`config.mk`:
```
export PLATFORM = sky130hd
export DESIGN_NAME = alu
export DESIGN_NICKNAME = d
export VERILOG_FILES = /design/src/rtl/alu.sv
export SDC_FILE = /design/constraint.sdc
export NUM_CORES = 1
export LEC_CHECK = 0
export CORE_MARGIN = 10
export CORE_UTILIZATION = 47
export CTS_BUF_LIST = sky130_fd_sc_hd__clkbuf_4 sky130_fd_sc_hd__clkbuf_8 sky130_fd_sc_hd__clkbuf_16
export DETAILED_ROUTE_END_ITERATION = 10
export GPL_ROUTABILITY_DRIVEN = 0
export GPL_TIMING_DRIVEN = 0
export HOLD_SLACK_MARGIN = 0.05
export PLACE_DENSITY_LB_ADDON = 0.12
export SYNTH_ARGS = -nofsm -noshare
export SYNTH_HDL_FRONTEND = slang
export SYNTH_SLANG_ARGS = --single-unit
```
`constraint.sdc`:
```
create_clock -name clk -period 2.09 [get_ports clk]
set_input_delay 0.418 -clock clk [delete_from_list [all_inputs] [get_ports clk]]
set_output_delay 0.418 -clock clk [all_outputs]
set_load 0.02 [all_outputs]
```
`src/rtl/alu.sv`:
```
// ============================================================================
// Module   : alu
// Purpose  : 64-bit Y86 execute-stage ALU (add/sub/and/xor), registered result
//            and flags; zero/sign flag registers built only with ALU_FLAGS_EN.
// Revision : 1.0 - initial release
// ============================================================================
`default_nettype none

module alu (
  input  logic        clk,
  input  logic        rst,
  input  logic [1:0]  control,
  input  logic [63:0] a,
  input  logic [63:0] b,
  output logic [63:0] ans,
  output logic        overflow,
  output logic        zero,
  output logic        sign
);

  localparam logic [1:0] OP_ADD = 2'b00;
  localparam logic [1:0] OP_SUB = 2'b01;
  localparam logic [1:0] OP_AND = 2'b10;
  localparam logic [1:0] OP_XOR = 2'b11;

  logic        is_sub;
  logic [63:0] b_eff;
  logic [63:0] sum;
  logic        sum_ovf;
  logic [63:0] result;
  logic        result_ovf;

  // Subtraction reuses the adder: a + ~b + 1, carry-out dropped.
  assign is_sub  = (control == OP_SUB);
  assign b_eff   = is_sub ? ~b : b;
  assign sum     = a + b_eff + {63'd0, is_sub};
  assign sum_ovf = (a[63] == b_eff[63]) && (sum[63] != a[63]);

  always_comb begin
    result     = sum;
    result_ovf = 1'b0;
    case (control)
      OP_ADD,
      OP_SUB: begin
        result     = sum;
        result_ovf = sum_ovf;
      end
      OP_AND:  result = a & b;
      OP_XOR:  result = a ^ b;
      default: result = sum;
    endcase
  end

  always_ff @(posedge clk or posedge rst) begin
    if (rst) begin
      ans      <= 64'd0;
      overflow <= 1'b0;
    end else begin
      ans      <= result;
      overflow <= result_ovf;
    end
  end

`ifdef ALU_FLAGS_EN
  always_ff @(posedge clk or posedge rst) begin
    if (rst) begin
      zero <= 1'b0;
      sign <= 1'b0;
    end else begin
      zero <= (result == 64'd0);
      sign <= result[63];
    end
  end
`else
  assign zero = 1'b0;
  assign sign = 1'b0;
`endif

endmodule

`default_nettype wire

```
* Word-level counts from Yosys, hierarchy flattened
Cells that the tools add are included.
Word-level totals: word-level logic and storage cells 18, output and inout bits 67, bits of input ports 132, register bits 65
Operators by class: equality and inequality tests 5, $add $sub $neg 2, bitwise gates (word level) 3, reductions and logical operators 3, multiplexer cells 3
Operators with widths (count):
- 64-bit one-hot mux with 3 select lines | 1
- 64-bit by 1-bit adder with 64-bit output | 1
- 64-bit adder | 1
- 64-bit bitwise AND | 1
- 64-bit 2-to-1 mux | 1
- 64-bit inverter | 1
- 64-bit bitwise XOR | 1
- 2-bit == test (second input constant) | 2
- 2-bit by 1-bit == test with 1-bit output (second input constant) | 1
- 2-bit zero test | 1
- 2-bit OR reduction | 1
- 1-bit == test | 1
- 1-bit logical AND | 1
- 1-bit 2-to-1 mux | 1
- 1-bit inequality test | 1

* Longest topological paths before layout
Gate-level depths: netlist of the first run.
depth in word-level cells 7, mapped depth 16, depth with buffers taken out 13

* Least setup slack after synthesis of the first run
OpenSTA, ideal clock, no wires.
kind input-to-reg, start point input port control[0], end point register ans[61], setup slack -2017 ps, path buffers 3, stages 15, required time 1953 ps, library setup time 137 ps, arrival time 3970 ps, cell sequence buf_4 -> nand2_1 -> clkbuf_1 -> xnor2_1 -> ha_1 -> buf_2 -> a211o_1 -> a31o_2 -> a221oi_1 -> o221ai_1 -> o21ai_0 -> nand2_1 -> a311o_1 -> a2111oi_0 -> nor3b_1
Between the ends: longest elaborated chain between the ends 5
RTL lines:
- from (decl) | line 12 | input logic [1:0] control,
- 2-bit by 1-bit == test with 1-bit output | line 34, 42
- 64-bit 2-to-1 mux | line 35 | assign b_eff = is_sub ? ~b : b;
- 64-bit adder | line 36 | assign sum = a + b_eff + {63'd0, is_sub};
- 64-bit by 1-bit adder with 64-bit output | line 36
- 64-bit one-hot mux with 3 select lines (*) | line 42 | case (control)
- net result[61] | line 30 | logic [63:0] result;
- to (signal assigned) | line 59 | ans <= result;
- to (decl) | line 15 | output logic [63:0] ans,
Mark *: on every way through the listed nets, which the timed path passes. The rest lies on a longest branch.

* Worst setup path in the final report of the first run
Ends and elaborated chain as after synthesis.

==> results of run 1 <==
## cells by family after synthesis
group / Yosys count / synth area share
simple gates: 250 / 0.149
fa+ha+maj: 127 / 0.191
buf+inv: 85 / 0.0415
flops: 65 / 0.194
mux: 54 / 0.0668
other cells: 1 / 0.000448
xor+xnor: 114 / 0.119
compound gates: 306 / 0.238
## cell type report
| class | count | area [sq um] |
|---|---|---|
| timing repair buffer | 287 | 2770 |
| tap | 225 | 282 |
| buffer | 53 | 344 |
| clock buffer | 13 | 280 |
| fill | 1187 | 4310 |
| multi-input combinational | 853 | 7610 |
| clock inverter | 2 | 35.0 |
| inverter | 22 | 97.6 |
| sequential | 65 | 1630 |
## power by group through the flow
stage	clock, mW	combinational (mW)	sequential, mW
floorplan	0	2.16	1.91
global placement	0	3.84	1.58
detailed placement	0	3.88	1.59
CTS	1.71	4.42	1.57
global route	1.75	5.40	1.60
finish	1.69	5.09	1.57
## state kept, by name, summed over array words and instances (netlist names)
register and cells:
ans 64, overflow 1
## critical path, delay by kind of cell
kind / cells / cell delay [ns]
buffers and inverters: 4 / 0.56
AOI/OAI and AO/OA: 7 / 2.18
and+or+nand+nor: 3 / 0.23
xor gates and xnor gates: 1 / 0.12
adders and majority gates: 1 / 0.30
## cells in the final DEF (no fill, tap or decap), types with 39 or more instances in the layout
cell type                         instances
sky130_fd_sc_hd__xnor2_1                 68
sky130_fd_sc_hd__clkdlybuf4s50_1        181
sky130_fd_sc_hd__nor2_1                  54
sky130_fd_sc_hd__mux2i_1                 39
sky130_fd_sc_hd__nand2_1                 62
sky130_fd_sc_hd__dfrtp_1                 65
sky130_fd_sc_hd__buf_4                   68
sky130_fd_sc_hd__ha_1                   110
sky130_fd_sc_hd__a21o_1                  39
sky130_fd_sc_hd__a21oi_1                 62
## per-stage QoR
| step | hold slack [ns] | utilization | instance area (sq um) |
|---|---|---|---|
| floorplan | 0.579 | - | 8600 |
| global placement | 0.859 | 0.623 | 10800 |
| detailed placement | 0.879 | 0.623 | 10800 |
| CTS | 0.504 | 0.702 | 12200 |
| global route | 0.551 | 0.751 | 13000 |
| finish | 0.521 | 0.751 | 13000 |
## layer usage
metal,GRT usage,wire length (um)
met1,0.305,13300
met2,0.417,16600
met3,0.0619,3120
met4,0.0868,985
met5,0,0
## path summary, 6_finish.rpt
| path | start | end |
|---|---|---|
| setup / recovery | control[0] | ans[61] |
| hold / removal | a[0] | ans[0] |
| max in group asynchronous | rst | ans[37] |
| min in group asynchronous | rst | ans[2] |
## repair_timing
action,in CTS,in global routing
gates resized for setup,157,114
buffers inserted,55,40
endpoints found under the setup margin,60,60
endpoints found under the hold margin,0,0
pin swaps,80,81
cloned,1,0
==> results.md, run 1 <==
Status:
- The flow ran to the end, but the final reports show violations.
- The checks that failed: negative setup slack.

Clock network:
- The maximum clock path buffer count is 2.
- Clock-pin slew was measured on the worst setup and hold paths at 0.06 ns.
- The clock root buffer is sky130_fd_sc_hd__clkbuf_16.
- The depth of the CTS H-tree is 3.
- The TritonCTS clock tree is built.
- The number of clock buffers inserted by TritonCTS is 9.
- In this run, post-CTS hold repair placed 0 buffers.
- For this design, the sink count on the clock tree is 65.

Logic synthesis:
- Yosys printed 0 warnings.
- The fraction of registers with async set/reset is 1.00.
- Synthesis produced a netlist whose cell count is 1002.
- The cell type with the highest aggregate area in the netlist is sky130_fd_sc_hd__dfrtp_1.
- The share of synthesized area in the top cell type comes to 0.194.
- For this run, the register share of the synthesized area comes to 0.194.
- By area the synthesized netlist is led by sky130_fd_sc_hd__dfrtp_1, sky130_fd_sc_hd__ha_1, sky130_fd_sc_hd__xnor2_1.
- Averaged over all synthesized cells, the footprint is 8.36 sq um.
- The number of flops mapped to enable cells by yosys is 0.
- The most used flip-flop cell after synthesis is sky130_fd_sc_hd__dfrtp_1.
- After synthesis, the netlist uses 75 different library cells.
- The most repeated cell in the gate-level netlist after synthesis is sky130_fd_sc_hd__ha_1.
- Summing every instance area after synthesis gives 0.00838 sq mm.
- Sorting the synthesized cells by how often they occur yields sky130_fd_sc_hd__ha_1, sky130_fd_sc_hd__a21oi_1, sky130_fd_sc_hd__xnor2_1, sky130_fd_sc_hd__nand2_1, sky130_fd_sc_hd__dfrtp_1.
- In this run, synthesis produced a sequential element count of 65.

Setup path:
- The slowest stage of the critical path is the sky130_fd_sc_hd__a311o_1 cell.
- The critical path is of the in -> reg type.
- STA classifies the critical path endpoint as a register.
- The startpoint kind of the worst setup timing path is an input port.
- The data required time of the worst path is 2.32 ns.
- The critical path's largest stage delay is 0.46 ns.
- In this run the worst path has a maximum fanout of 10.
- At the worst endpoint, the arrival time is 3.82 ns.
- By instance count, the cell type seen most on the critical path is sky130_fd_sc_hd__buf_6.
- Walking the worst path, the cells encountered are buf_8 -> nand2_8 -> clkbuf_16 -> buf_6 -> xnor2_2 -> ha_1 -> buf_6 -> a211o_1 -> a31o_4 -> a221oi_4 -> o221ai_2 -> o21ai_2 -> nand2_4 -> a311o_1 -> a2111oi_4 -> nor3b_2.

Global routing:
- The first global-routing pass estimated 48.2 mm of wire.
- The total routing usage reported by global routing is 0.250.
- The number of global-route vias before repair is 9038.
- Entering global routing, the biggest net connects 66 pins.
- The total congestion overflow after global routing is 0.
- The initial antenna violation count was 0.

Floorplanning:
- The die covers 0.0236 sq mm.
- The core region is 0.0174 sq mm.
- From bottom edge to top edge, the die measures 154 um.
- The floorplan step set the die width to 154 um.
- The number of standard-cell rows in the floorplan is 48.
- During I/O placement, the number of pins put on the boundary was 199.
- The starting utilization of the core area is 0.483.

Finish:
- Compared with the post-synthesis result, the final layout area differs by 55.7%.
- After the last flow step, the layout net total stands at 1550.
- Of the cells placed in the final design, the portion with a size suffix greater than 1 is 0.245.
- Once layout is complete, the cells apart from fillers number 1520.
- The repair_antennas step left the layout with diodes totalling 0.

Place:
- The count of buffers from port buffering is 194.
- Including well taps, the total number of placed cells is 1422.
- The worst slack at placement is -2.40 ns.
- The final HPWL from detailed placement is 22.7 mm.

Worst hold path:
- The worst hold path class is in -> reg.
- The hold-critical path depth is 4.

Route:
- The post-route antenna net violation count is 0.
- The length of the first detailed-routing pass in iterations is 5.
- After detailed routing, the average wire length per cell comes to 22.4 um.
- After detailed routing, the number of vias per cell comes to 6.12.
- The iteration-0 DRC count of the detailed router is 804.
- For this run, design rule violations remaining after detail routing come to 0.
- The via count is 9305.
- The total wirelength of the detailed-routed design is 34.0 mm.

STA:
- The clock period minus worst slack is 3.60 ns.
- The total of endpoints with negative setup slack in the final report is 60.
- At the pin with the least slew margin, the transition time is 1.10 ns.
- In this run the tightest slew margin relative to its limit is 0.269.
- The final count of pins violating max slew was 0.
- The final setup TNS is -59.74 ns.
- The number of endpoints with negative hold slack in the final report is 0.
- The minimum setup slack in the final design is -1.51 ns.
- Setup repair after global routing could not meet its margin everywhere.
- Timing would allow up to 0.278 GHz.
- The final worst-path cycle share is 1.72.

Pwr:
- Of the total power, combinational logic draws 0.610.
- The total power is 8.34 mW.
- Cell internal power was estimated by the tool at 4.92 mW.
- The switching power of the nets is 3.42 mW.
- The worst IR drop on VDD is 0.440 mV.
- Of the total power, the share spent switching nets is 0.410.
- The share of total power dissipated in sequential elements is 0.188.
- The share of total power dissipated in the clock network is 0.202.
- The reported leakage power is 5.63 nW.
- The total power density per cell area is 640 mW/mm^2.

Run:
- The max-cap check violation count is 0.
Note: power is estimated with default switching activity, not from simulation.
==> run 2, diff against run 1 <==
CTS_CLUSTER_DIAMETER = 30   (was default)
GPL_TIMING_DRIVEN = 1   (was 0)
==> run 2 against run 1 <==
  * Flip-flop and latch count stayed put
  * Routed wire length is 35% higher
  * Combinational power is 31% higher
  * The flow still finishes with violations (negative setup slack)
  * Maximum frequency is 1.0% lower
  * Sequential share of layout area is 2.0 points lower
==> results.md, run 2 (synthesized netlist as in run 1, its figures left out) <==
Status:
- The run finished, with violations left.
- The final reports fail on negative setup slack.

Global routing:
- The initial antenna violation count is 5 (+5).
- The total routing usage reported by global routing is 0.285 (+0.0356).
- The maximum number of pins on one net before global-route repair is 84 (+27%).
- The total congestion overflow after global routing is 0 (unchanged).
- The number of global-route vias before repair was 10900 (+21%).
- The global-route wire length before repair is 56.0 mm (+16%).

Floorplanning:
- The overall die height is 154 um (unchanged).
- The top-level port count is 199 (unchanged).
- The die footprint is 0.0236 sq mm (unchanged).
- The die boundary width was 154 um (unchanged).
- The number of standard-cell rows in the floorplan is 48 (unchanged).
- The starting utilization of the core area is 0.483 (unchanged).
- The core outline area was 0.0174 sq mm (unchanged).

Clock network:
- The tree is rooted in a sky130_fd_sc_hd__clkbuf_16.
- The maximum clock path buffer count is 2 (unchanged).
- TritonCTS built the clock tree.
- The post-CTS clock slew at the launch and capture registers of the worst setup and hold paths is 0.06 ns (about the same).
- The number of clock buffers inserted by TritonCTS is 9 (unchanged).
- The depth of the CTS H-tree is 3 (unchanged).
- The count of clock tree sinks is 65 (unchanged).

Route:
- The remaining design rule violation count is 0 (unchanged).
- The via count is 11500 (+23%).
- The detailed-route wire length per cell is 26.4 um (+18%).
- The per-cell via count in the routed design came to 6.58 (+7.6%).
- The total wirelength of the detailed-routed design is 46.0 mm (+35%).
- The post-route antenna net violation count is 0 (unchanged).
- The length of the first detailed-routing pass in iterations is 9 (+4).
- The iteration-0 DRC count of the detailed router is 1237 (+54%).

STA:
- The slew at the pin closest to its max-slew limit is 0.964 ns (-0.133 ns).
- The worst hold-check slack was 0.530 ns (+0.00884 ns).
- The minimum setup slack in the final design is -1.54 ns (-0.0381 ns).
- The maximum frequency from static timing analysis was 0.275 GHz (-1.0%).
- The max-slew headroom at the worst pin is 0.357 (+0.0884).
- The final worst-path cycle share came to 1.74 (+0.0182).
- The final setup TNS came to -62.78 ns (-3.04 ns).
- The final count of pins violating max slew is 0 (unchanged).
- The clock period minus worst slack is 3.63 ns (+0.0381 ns).
- The total of endpoints with negative setup slack in the final report is 59 (-1.7%).
- The number of endpoints with negative hold slack in the final report is 0 (unchanged).
- Setup repair after global routing could not meet its margin everywhere.

Finish:
- The top cell types in the final layout, fill and taps aside, are sky130_fd_sc_hd__buf_4, sky130_fd_sc_hd__clkdlybuf4s50_1, sky130_fd_sc_hd__ha_1.
- The most common cell after layout, fill and taps aside is sky130_fd_sc_hd__buf_4.
- The number of standard cells in the final layout excluding fillers is 1739 (+14%).
- The final standard cell area without fillers was 0.0155 sq mm (+19%).
- The share of post-route cells with drive strength above 1 is 0.411 (+0.166).
- The count of filler cells inserted in the layout was 709 (-40%).
- The sequential cell area is 0.00163 sq mm (unchanged).
- The register with the most flip-flops is ans.
- In the final layout, the registers with the most flip-flops are ans: 64 flops, overflow: 1 flops.
- The flip-flop count of the largest register after layout is 64 (unchanged).
- The area of combinational cells with multiple inputs is 0.00826 sq mm (+8.5%).
- The area growth from synthesis to layout is 85.2%.
- The final core utilization came to 0.894 (+0.143).
- The final net count is 1765 (+14%).

Setup path:
- The data required time of the worst path is 2.34 ns (+0.02 ns).
- STA classifies the critical path startpoint as an input port.
- STA classifies the critical path endpoint as a register.
- The worst endpoint data arrival time is 3.89 ns (+0.07 ns).
- The critical path is of the in -> reg type.
- The maximum fanout along the worst path is 6 (-4).

Pwr:
- The worst IR drop on VDD came to 0.530 mV (+21%).
- The total power came to 10.0 mW (+20%).
- The reported leakage power came to 7.03 nW (+25%).
- The total power density per cell area was 645 mW/mm^2 (+0.90%).

Place:
- The standard cell area after detailed placement came to 0.0126 sq mm (+16%).
- The worst slack at placement was -1.75 ns (+0.641 ns).
- The final HPWL from detailed placement was 22.7 mm (+0.16%).
- The total placed cells including tap cells came to 1631 (+15%).
- The count of buffers from port buffering is 196 (+1.0%).

Worst hold path:
- In this run the worst hold path is classified as in -> async.

Run:
- The max-cap check violation count was 0 (unchanged).
-- run 2: path summary, 6_finish.rpt --
check / start / endpoint / cells after the start / slack [ns]
max: control[1] / ans[56] / 18 / -1.54
min: rst / ans[4] / 3 / 0.53
max in group asynchronous: rst / ans[27] / 3 / 1.23
min in group clk: b[21] / ans[21] / 4 / 0.61
-- run 2: worst max-delay path: stages --
cell and delay (ns):
sky130_fd_sc_hd__buf_12 0.12, sky130_fd_sc_hd__clkinv_16 0.07, sky130_fd_sc_hd__nand2_8 0.09, sky130_fd_sc_hd__buf_6 0.14, sky130_fd_sc_hd__xnor2_1 0.12, sky130_fd_sc_hd__ha_1 0.35
sky130_fd_sc_hd__buf_6 0.14, sky130_fd_sc_hd__buf_6 0.11, sky130_fd_sc_hd__a21oi_4 0.15, sky130_fd_sc_hd__o21ai_2 0.11, sky130_fd_sc_hd__a221oi_4 0.33, sky130_fd_sc_hd__buf_4 0.17
sky130_fd_sc_hd__o41a_1 0.25, sky130_fd_sc_hd__o211ai_1 0.16, sky130_fd_sc_hd__a21oi_2 0.42, sky130_fd_sc_hd__or4_4 0.21, sky130_fd_sc_hd__mux2_4 0.30, sky130_fd_sc_hd__a221oi_2 0.21
-- run 2: metal layers --
| metal | share of wire | global-route usage |
|---|---|---|
| met2 | 0.46 | 0.496 |
| met3 | 0.10 | 0.0586 |
| met5 | 0.00024 | 0 |
| met4 | 0.095 | 0.174 |
| met1 | 0.34 | 0.312 |
-- run 2: repair_timing --
action	CTS	global route
hold buffers	0	0
gates cloned	3	1
buffers inserted	60	45
pin swaps	106	125
gates resized for setup	238	186
setup endpoints to repair	59	60
-- run 2: layout make-up --
class | instances | area share
diodes | 4 | 0.000645
well taps | 225 | 0.0181
inverters | 22 | 0.00701
flip-flops and latches | 65 | 0.105
repair buffers | 552 | 0.317
clock buffers | 12 | 0.0164
clock inverters | 3 | 0.00419
multi-input cells | 856 | 0.532
-- run 2: power by group --
part | internal, mW | leakage [nW] | switching, mW
clock network | 1.10 | 0.160 | 0.666
logic | 3.20 | 6.10 | 3.46
registers | 1.50 | 0.773 | 0.0880
